[src/rtl/pi_loop_filter_geared.sv]
// pi_loop_filter_geared: two-stage geared PI loop filter driving the ADPLL DCO.
// Define LF_ANTIWINDUP_EN to hold the integrator while the output is pinned on a rail.
module pi_loop_filter_geared #(
  parameter int ERROR_WIDTH   = 8,
  parameter int DCO_CC_WIDTH  = 9,
  parameter int KP_WIDTH      = 4,
  parameter int KP_FRAC_WIDTH = 2,
  parameter int KI_WIDTH      = 6,
  parameter int KI_FRAC_WIDTH = 5,
  parameter int ACC_GUARD     = 4,
  parameter int LOCK_THRESH   = 2,
  parameter int UNLOCK_THRESH = 8,
  parameter int LOCK_COUNT    = 16
) (
  input  logic                           gen_clk_i,
  input  logic                           reset_n_i,
  input  logic                           clear_i,
  input  logic [KP_WIDTH-1:0]            kp_acq_i,
  input  logic [KI_WIDTH-1:0]            ki_acq_i,
  input  logic [KP_WIDTH-1:0]            kp_trk_i,
  input  logic [KI_WIDTH-1:0]            ki_trk_i,
  input  logic signed [ERROR_WIDTH-1:0]  error_i,
  input  logic                           error_valid_i,
  output logic signed [DCO_CC_WIDTH-1:0] dco_cc_o,
  output logic                           dco_cc_valid_o,
  output logic                           locked_o,
  output logic                           sat_o
);

  localparam int PW   = ERROR_WIDTH + KP_WIDTH;
  localparam int IW   = ERROR_WIDTH + KI_WIDTH;
  localparam int AW   = IW + ACC_GUARD;
  localparam int SW   = AW + 2;
  localparam int SH   = KI_FRAC_WIDTH - KP_FRAC_WIDTH;
  localparam int CNTW = (LOCK_COUNT > 1) ? $clog2(LOCK_COUNT) : 1;
  localparam int EW1  = ERROR_WIDTH + 1;

  localparam logic signed [AW-1:0] ACC_MAX = {1'b0, {(AW-1){1'b1}}};
  localparam logic signed [AW-1:0] ACC_MIN = {1'b1, {(AW-1){1'b0}}};
  localparam logic signed [AW:0]   ACC_MAX_X = (AW+1)'(ACC_MAX);
  localparam logic signed [AW:0]   ACC_MIN_X = (AW+1)'(ACC_MIN);
  localparam logic signed [SW-1:0] HALF = SW'(2 ** (KI_FRAC_WIDTH - 1));
  localparam logic signed [SW-1:0] CC_MAX = SW'((2 ** (DCO_CC_WIDTH - 1)) - 1);
  localparam logic signed [SW-1:0] CC_MIN = ~CC_MAX;
  localparam logic [CNTW-1:0]      CNT_LAST = CNTW'(LOCK_COUNT - 1);

  typedef enum logic {ACQ = 1'b0, TRACK = 1'b1} state_t;

  state_t                 state;
  logic [CNTW-1:0]        cnt;
  logic                   s1_valid;
  logic signed [PW-1:0]   s1_p;
  logic signed [IW-1:0]   s1_i;
  logic signed [AW-1:0]   acc;

  logic [KP_WIDTH-1:0]    kp_sel;
  logic [KI_WIDTH-1:0]    ki_sel;
  logic signed [PW-1:0]   p_mul;
  logic signed [IW-1:0]   i_mul;
  logic [EW1-1:0]         err_ext;
  logic [EW1-1:0]         err_abs;
  logic                   in_lock;
  logic                   out_lock;

  logic signed [AW:0]     acc_sum;
  logic signed [AW-1:0]   acc_int;
  logic signed [AW-1:0]   acc_next;
  logic signed [SW-1:0]   r_out;
  logic [DCO_CC_WIDTH-1:0] cc_next;
  logic                   sat_next;

  function automatic logic signed [SW-1:0] round_sum(
    input logic signed [PW-1:0] p,
    input logic signed [AW-1:0] a
  );
    logic signed [SW-1:0] s;
    s = (SW'(p) <<< SH) + SW'(a) + HALF;
    return s >>> KI_FRAC_WIDTH;
  endfunction

  assign kp_sel = (state == TRACK) ? kp_trk_i : kp_acq_i;
  assign ki_sel = (state == TRACK) ? ki_trk_i : ki_acq_i;
  assign p_mul  = PW'(error_i) * $signed(PW'(kp_sel));
  assign i_mul  = IW'(error_i) * $signed(IW'(ki_sel));

  // One extra bit so that -2^(ERROR_WIDTH-1) has a representable magnitude
  assign err_ext  = {error_i[ERROR_WIDTH-1], error_i};
  assign err_abs  = error_i[ERROR_WIDTH-1] ? (~err_ext + 1'b1) : err_ext;
  assign in_lock  = err_abs <= EW1'(LOCK_THRESH);
  assign out_lock = err_abs > EW1'(UNLOCK_THRESH);

  always_comb begin
    acc_sum = (AW+1)'(acc) + (AW+1)'(s1_i);
    acc_int = acc_sum[AW-1:0];
    if (acc_sum > ACC_MAX_X)
      acc_int = ACC_MAX;
    else if (acc_sum < ACC_MIN_X)
      acc_int = ACC_MIN;
  end

`ifdef LF_ANTIWINDUP_EN
  logic signed [SW-1:0] r_int;
  logic                 hold;

  assign r_int = round_sum(s1_p, acc_int);
  assign hold  = ((r_int > CC_MAX) && !s1_i[IW-1] && (s1_i != '0)) ||
                 ((r_int < CC_MIN) && s1_i[IW-1]);
  assign acc_next = hold ? acc : acc_int;
`else
  assign acc_next = acc_int;
`endif

  always_comb begin
    r_out    = round_sum(s1_p, acc_next);
    cc_next  = r_out[DCO_CC_WIDTH-1:0];
    sat_next = 1'b0;
    if (r_out > CC_MAX) begin
      cc_next  = CC_MAX[DCO_CC_WIDTH-1:0];
      sat_next = 1'b1;
    end else if (r_out < CC_MIN) begin
      cc_next  = CC_MIN[DCO_CC_WIDTH-1:0];
      sat_next = 1'b1;
    end
  end

  assign locked_o = (state == TRACK);

  always_ff @(posedge gen_clk_i or negedge reset_n_i) begin
    if (!reset_n_i) begin
      state          <= ACQ;
      cnt            <= '0;
      s1_valid       <= 1'b0;
      s1_p           <= '0;
      s1_i           <= '0;
      acc            <= '0;
      dco_cc_o       <= '0;
      dco_cc_valid_o <= 1'b0;
      sat_o          <= 1'b0;
    end else if (clear_i) begin
      state          <= ACQ;
      cnt            <= '0;
      s1_valid       <= 1'b0;
      s1_p           <= '0;
      s1_i           <= '0;
      acc            <= '0;
      dco_cc_valid_o <= 1'b0;
      sat_o          <= 1'b0;
    end else begin
      s1_valid       <= error_valid_i;
      dco_cc_valid_o <= s1_valid;
      if (error_valid_i) begin
        s1_p <= p_mul;
        s1_i <= i_mul;
        unique case (state)
          ACQ: begin
            if (!in_lock) cnt <= '0;
            else if (cnt == CNT_LAST) begin
              state <= TRACK;
              cnt   <= '0;
            end else cnt <= cnt + CNTW'(1);
          end
          TRACK: begin
            if (!out_lock) cnt <= '0;
            else if (cnt == CNT_LAST) begin
              state <= ACQ;
              cnt   <= '0;
            end else cnt <= cnt + CNTW'(1);
          end
        endcase
      end
      if (s1_valid) begin
        acc      <= acc_next;
        dco_cc_o <= cc_next;
        sat_o    <= sat_next;
      end
    end
  end

endmodule

[config.mk]
export PLATFORM = sky130hd
export DESIGN_NAME = pi_loop_filter_geared
export DESIGN_NICKNAME = d
export VERILOG_FILES = /design/src/rtl/pi_loop_filter_geared.sv
export SDC_FILE = /design/constraint.sdc
export NUM_CORES = 1
export LEC_CHECK = 0
export CORE_UTILIZATION = 45
export CTS_BUF_LIST = sky130_fd_sc_hd__clkbuf_8
export CTS_CLUSTER_SIZE = 8
export DETAILED_ROUTE_END_ITERATION = 6
export PLACE_DENSITY_LB_ADDON = 0.08
export REMOVE_ABC_BUFFERS = 1
export SLEW_MARGIN = 20
export SYNTH_ARGS = -nofsm -noshare
export SYNTH_HDL_FRONTEND = slang
export SYNTH_SLANG_ARGS = --single-unit
[constraint.sdc]
create_clock -name gen_clk_i -period 9.4 [get_ports gen_clk_i]
set_input_delay 2.35 -clock gen_clk_i [delete_from_list [all_inputs] [get_ports gen_clk_i]]
set_output_delay 2.35 -clock gen_clk_i [all_outputs]
set_load 0.01 [all_outputs]
==> results.cfg, run 1 <==
[status]
status = finished clean

[synth]
synth_edf_count = 0
ys_seq_area_share_pct = 20.1
yosys_most_used_dff = dfrtp_1
synth_most_common_cell = ha_1
synth_common_cells = 96 x ha_1, 94 x inv_1, 77 x nor2_1
synthesis.area_sq_um = 7580
syn_area_per_cell_sq_um = 8.85
ys_warn_count = 0
synth.distinct_cells = 75
synth_top_area_share_pct = 20.1
synth_area_leader_cell = dfrtp_1
ys_ff_latch = 61
yosys-top-cells-area = dfrtp_1 20%, ha_1 16%, fa_1 13%
syn_inst = 856
async_reset_ff_share_pct = 100

[power]
peakVddDrop_uv = 151
p_per_area_nw_per_um2 = 255
p_leak_uw = 0.00402

[placed_design]
routabilityCongestion = 0.873
numPortBuffers = 43
dpl_cell_area_sq_um = 8190
dp_hpwl_um = 13400

[setup_path]
slowest_stage = clkdlybuf4s50_1
critPathKind = in2reg
cpPeakStageDelay_ns = 0.64
cp_top_family = adder cells
crit_path_end_kind = register
start_kind = primary input
worst-path-max-fanout = 12
crit_top_cell = fa_1
path_buf_inv = 3
required_ns = 9.64
path_cells = clkdlybuf4s50_1, and2_1, fa_1, inv_1, fa_1, fa_1, inv_1, fa_1, ha_1, a21boi_0, o21ai_0, a21boi_0, o21ai_0, a21boi_0, o21a_1, or3_1, a32o_1
crit_arrival_ns = 7.28

[layout]
multi_input_area_sq_um = 5560
area_growth_pct = 10.3
nFillCells = 1586
seqCellArea_sq_um = 1530
fin_nets = 1069
final_design_area_no_fill_sq_um = 8360
diodes = 0
drive_gt1_share_pct = 6.82

[floorplanning]
die_h_um = 132
die-area_sq_um = 17400
initial_core_util_pct = 45.8
coreArea_sq_um = 16500
ios = 44
rows = 47
die_w_um = 132

[drt]
dr.pass1.iters = 4
routedWlPerCell_um = 14.9
drt-total-wl_um = 16600
antenna_left = 0
route.vias.total = 5929
drc = 0
drt_iter0_drc = 257
via_per_inst = 5.32

[sta]
relSlewSlack_pct = 44.9
hold_viol = 0
finalCriticalPeriod_ns = 7.04
fin_crit_sh_pct = 74.9
finalSetupTns_ns = 0
rsz0062_at_grt = false
fin_skew_ns = 0.00916
finalSetupViolations = 0
worst_slew_pin_slew_ns = 0.821
fmax_mhz = 142
slew_viol_final = 0

[global_route]
antenna_found_initial = 0
grt_usage_pct = 20.7
grt_pass1_vias = 6080
grt_overflow_total = 0
grt_max_degree = 62
grt_pass1_wl_um = 29200

[run]
max_cap_violations = 0

[cts]
cts_sinks = 61
cts_hold_buf = 0
clk_path_buf_depth = 2
cts_resized = 0
cts_tree = done
postCtsSetupBuffers = 0
clkLatencyLatePin_ns = 0.35
clk_pin_slew_ns = 0.07
cts_buffers = 9
clock-root-buffer = clkbuf_8
cts_max_level = 3

[min_path]
holdCritPathClass = reg2reg
## sequential cells by signal, summed over array words and instances (netlist names), 4 cells and up
| register | count |
|---|---|
| cnt | 4 |
| dco_cc_o | 9 |
| s1_p | 12 |
| acc | 18 |
| s1_i | 14 |
## cell families after synthesis
family	Yosys count	share of synthesized area, %
XOR/XNOR	50	6.03
buffers and inverters	122	6.47
multiplexers	29	3.95
flip-flops	61	20.1
adder cells (fa/ha/maj)	150	29.7
AND/OR/NAND/NOR	262	16.8
AO/OA/AOI/OAI	182	16.9
## where the power goes
group	total (uW)	internal (uW)	switching [uW]	leakage (uW)
sequential	368	322	46.8	0.000806
clock	209	99.4	109	0.0000853
combinational	1560	655	903	0.00313
## per-stage QoR
stage          utilization [%]  cells  hold WS (ns)  power [uW]  setup WS, ns
3_3_place_gp              49.6   1099         0.462        1900          2.08
2_1_floorplan                -    830         0.465        1540          2.65
4_1_cts                   50.6   1114         0.506        2160          2.36
5_1_grt                   50.6   1114         0.531        2360          2.00
3_5_place_dp              49.6   1099         0.490        1940          1.99
6_report                  50.6   1114         0.492        2140          2.36
## worst paths after layout
path                            cells past startpoint                      end               startpoint  slack [ns]
worst max-delay path                               17     s1_i[12]$_DFFE_PN0P_               error_i[3]        2.36
worst min-delay path                                2  dco_cc_o[8]$_DFFE_PN0P_  dco_cc_o[8]$_DFFE_PN0P_        0.49
worst max register to register                     20  dco_cc_o[2]$_DFFE_PN0P_     s1_i[13]$_DFFE_PN0P_        2.84
worst min register to register                      2  dco_cc_o[8]$_DFFE_PN0P_  dco_cc_o[8]$_DFFE_PN0P_        0.49
max in group asynchronous                           2      s1_i[7]$_DFFE_PN0P_                reset_n_i        6.69
min in group asynchronous                           2  dco_cc_o[8]$_DFFE_PN0P_                reset_n_i        2.14
## layout by cell type, fill, tap and decap left out, types with 13 or more instances in the layout
cell and count:
a21oi_1 57, and2_1 24, clkdlybuf4s50_1 42, dfrtp_1 61, fa_1 51, ha_1 96, inv_1 95, mux2i_1 22
nand2_1 70, nand3_1 14, nor2_1 77, nor2b_1 28, nor3_1 13, o21ai_0 36, xnor2_1 37
## layout make-up
class                   instances  share of cell area, %
clock buffers                  10                   1.65
well taps                     220                   3.29
multi-input cells             673                   66.5
repair buffers                 49                   5.63
flip-flops and latches         61                   18.3
inverters                      96                   4.31
clock inverters                 5                  0.344
## worst min-delay path, stage by stage (launching register included)
cell	delay, ns
dfrtp_1	0.35
nand2_1	0.04
o21ai_0	0.06
## layer usage
layer	GRT usage [%]	vias to the layer above	share of wire, %
li1	-	2986	-
met1	27.2	2827	47
met2	35.4	99	48
met3	2.73	17	2.4
met4	5.94	0	2.1
met5	0	-	0
Note: power is estimated with default switching activity, not from simulation.
==> run 2, diff against run 1 <==
==> constraint.sdc (replaced) <==
create_clock -name gen_clk_i -period 6.25 [get_ports gen_clk_i]
set_input_delay 1.5625 -clock gen_clk_i [delete_from_list [all_inputs] [get_ports gen_clk_i]]
set_output_delay 1.5625 -clock gen_clk_i [all_outputs]
set_load 0.01 [all_outputs]
==> run 2 against run 1 <==
Against the previous run:
- register-to-register slack worse by 2.4 ns
- via count is 1.7% higher
- critical path depth is 1 higher
- count of clock-buffer cells in the layout is 1 higher
- clock skew is 0.0035 ns higher
- final area is 4.3% higher
- total power is 59% higher
- cell count is 3.6% higher
- utilization is 2.2 points higher
- sequential share of layout area is 0.75 points lower
- die area stayed put
- critical path type unchanged
- critical endpoint unchanged
- largest cell class unchanged
==> results.cfg, run 2 (synthesis gave the netlist of run 1 again) <==
[status]
status = finished clean

[sta]
fmax_mhz = 166
finalSetupTns_ns = 0
finalCriticalPeriod_ns = 6.03
relSlewSlack_pct = 41.0
hold_viol = 0
rsz0062_at_grt = false
fin_skew_ns = 0.0127
worst_slew_pin_slew_ns = 0.883
fin_crit_sh_pct = 96.4
finalSetupViolations = 0
slew_viol_final = 0

[setup_path]
required_ns = 6.49
worst-path-max-fanout = 3
slowest_stage = fa_1
start_kind = primary input
crit_arrival_ns = 6.26
path_buf_inv = 3
cpPeakStageDelay_ns = 0.54
crit_top_cell = fa_1
critPathKind = in2reg
path_cells = clkdlybuf4s50_1, mux2_2, and2_1, fa_1, inv_1, fa_1, fa_1, inv_1, fa_1, ha_1, a21boi_0, o21ai_1, a21boi_1, o21ai_1, a21boi_1, o21a_1, or3_1, a32o_1
crit_path_end_kind = register
cp_top_family = adder cells

[drt]
met2WireLength_um = 8490
maxUsedRoutingLayer = met4
antenna_left = 0
dr.pass1.iters = 4
routedWlPerCell_um = 15.0
wl_met3_um = 276
drt-total-wl_um = 17300
drt_iter0_drc = 178
drc = 0
via_per_inst = 5.22
wl_met1_um = 8270
route.vias.total = 6028

[layout]
largest_reg_flops = 18
drive_gt1_share_pct = 11.1
postLayoutCoreUtil_pct = 52.8
area_growth_pct = 15.1
final_common_cell = ha_1
fin_nets = 1108
top_register = acc
diodes = 0
final_cell_mix = 96 x ha_1, 94 x inv_1, 77 x nor2_1
reg.largest.list = acc (18), s1_i (14), s1_p (12)

[placed_design]
numPortBuffers = 43
dp_hpwl_um = 14000
routabilityCongestion = 0.859

[cts]
cts_tree = done
clk_path_buf_depth = 2
clock-root-buffer = clkbuf_8
clkLatencyLatePin_ns = 0.34
cts_sinks = 61
clk_pin_slew_ns = 0.08
cts_hold_buf = 0
cts_max_level = 3
cts_buffers = 9

[global_route]
grt_pass1_wl_um = 30000
antenna_found_initial = 0
grt_pass1_vias = 6229
grt_max_degree = 62
grt_usage_pct = 21.2
grt_overflow_total = 0

[floorplanning]
die_w_um = 132
die-area_sq_um = 17400
ios = 44
initial_core_util_pct = 45.8
rows = 47
die_h_um = 132
coreArea_sq_um = 16500

[min_path]
holdCritPathClass = reg2reg

[power]
power.switching_uw = 1640
seqPwrFrac_pct = 16.3
p_leak_uw = 0.00423
clockPowerShare_pct = 11.1
p_per_area_nw_per_um2 = 390
switching_share_pct = 48.3
peakVddDrop_uv = 264
p_int_uw = 1760
p_comb_share_pct = 72.5
finalPower_uw = 3400

[run]
max_cap_violations = 0
run 2: changes by cell type in the layout (fill, tap and decap cells not counted), sizes merged:
| cell | before | now |
|---|---|---|
| buf | 7 | 46 |
| bufinv | 0 | 1 |
| clkbuf | 10 | 11 |
| inv | 96 | 95 |
run 2: worst paths after layout:
path / start / slack, ns / end / depth (start not counted)
max: ki_trk_i[3] / 0.22 / s1_i[12]$_DFFE_PN0P_ / 18
min in group asynchronous: reset_n_i / 1.38 / dco_cc_valid_o$_DFF_PN0_ / 2
max reg2reg: s1_i[8]$_DFFE_PN0P_ / 0.47 / dco_cc_o[1]$_DFFE_PN0P_ / 23
max in group asynchronous: reset_n_i / 4.32 / s1_i[9]$_DFFE_PN0P_ / 2
min: dco_cc_o[8]$_DFFE_PN0P_ / 0.50 / dco_cc_o[8]$_DFFE_PN0P_ / 2
min reg2reg: dco_cc_o[8]$_DFFE_PN0P_ / 0.50 / dco_cc_o[8]$_DFFE_PN0P_ / 2
run 2: cell type report:
cell class / count / area, sq um
Fill cell: 1584 / 7810
Inverter: 96 / 360
Clock inverter: 5 / 58.8
Multi-Input combinational cell: 673 / 5580
Clock buffer: 11 / 151
Sequential cell: 61 / 1530
Timing Repair Buffer: 88 / 763
Tap cell: 220 / 275
run 2: power by group through the flow:
stage	clock, uW	combinational, uW	sequential, uW
2_1_floorplan	0	1760	552
3_3_place_gp	0	2380	558
3_5_place_dp	0	2430	562
4_1_cts	387	2440	555
5_1_grt	405	2770	566
6_report	378	2460	555
run 2: per-stage QoR:
step / worst slack, ns / hold WS, ns / area, sq um / cells
global placement: -0.238 / 0.464 / 8480 / 1137
CTS: 0.0393 / 0.508 / 8690 / 1153
finish: 0.223 / 0.496 / 8720 / 1154
global route: 0.0100 / 0.519 / 8720 / 1154
floorplan: 0.289 / 0.465 / 7450 / 830
detailed placement: -0.321 / 0.491 / 8480 / 1137
run 2: worst min-delay path, cell delays in order, from the launching register on:
cell,delay [ns]
dfrtp_1,0.35
nand2_1,0.05
o21ai_0,0.07
run 2: timing repair:
action                                  CTS  global route
gates resized for setup                   0            13
buffers inserted                          0             1
endpoints found under the setup margin    0            11
run 2: metal layers:
| metal | global-route usage, % | vias up |
|---|---|---|
| met5 | 0 | - |
| met4 | 6.20 | 0 |
| met3 | 1.81 | 16 |
| met2 | 37.2 | 81 |
| met1 | 27.7 | 2878 |
| li1 | - | 3053 |
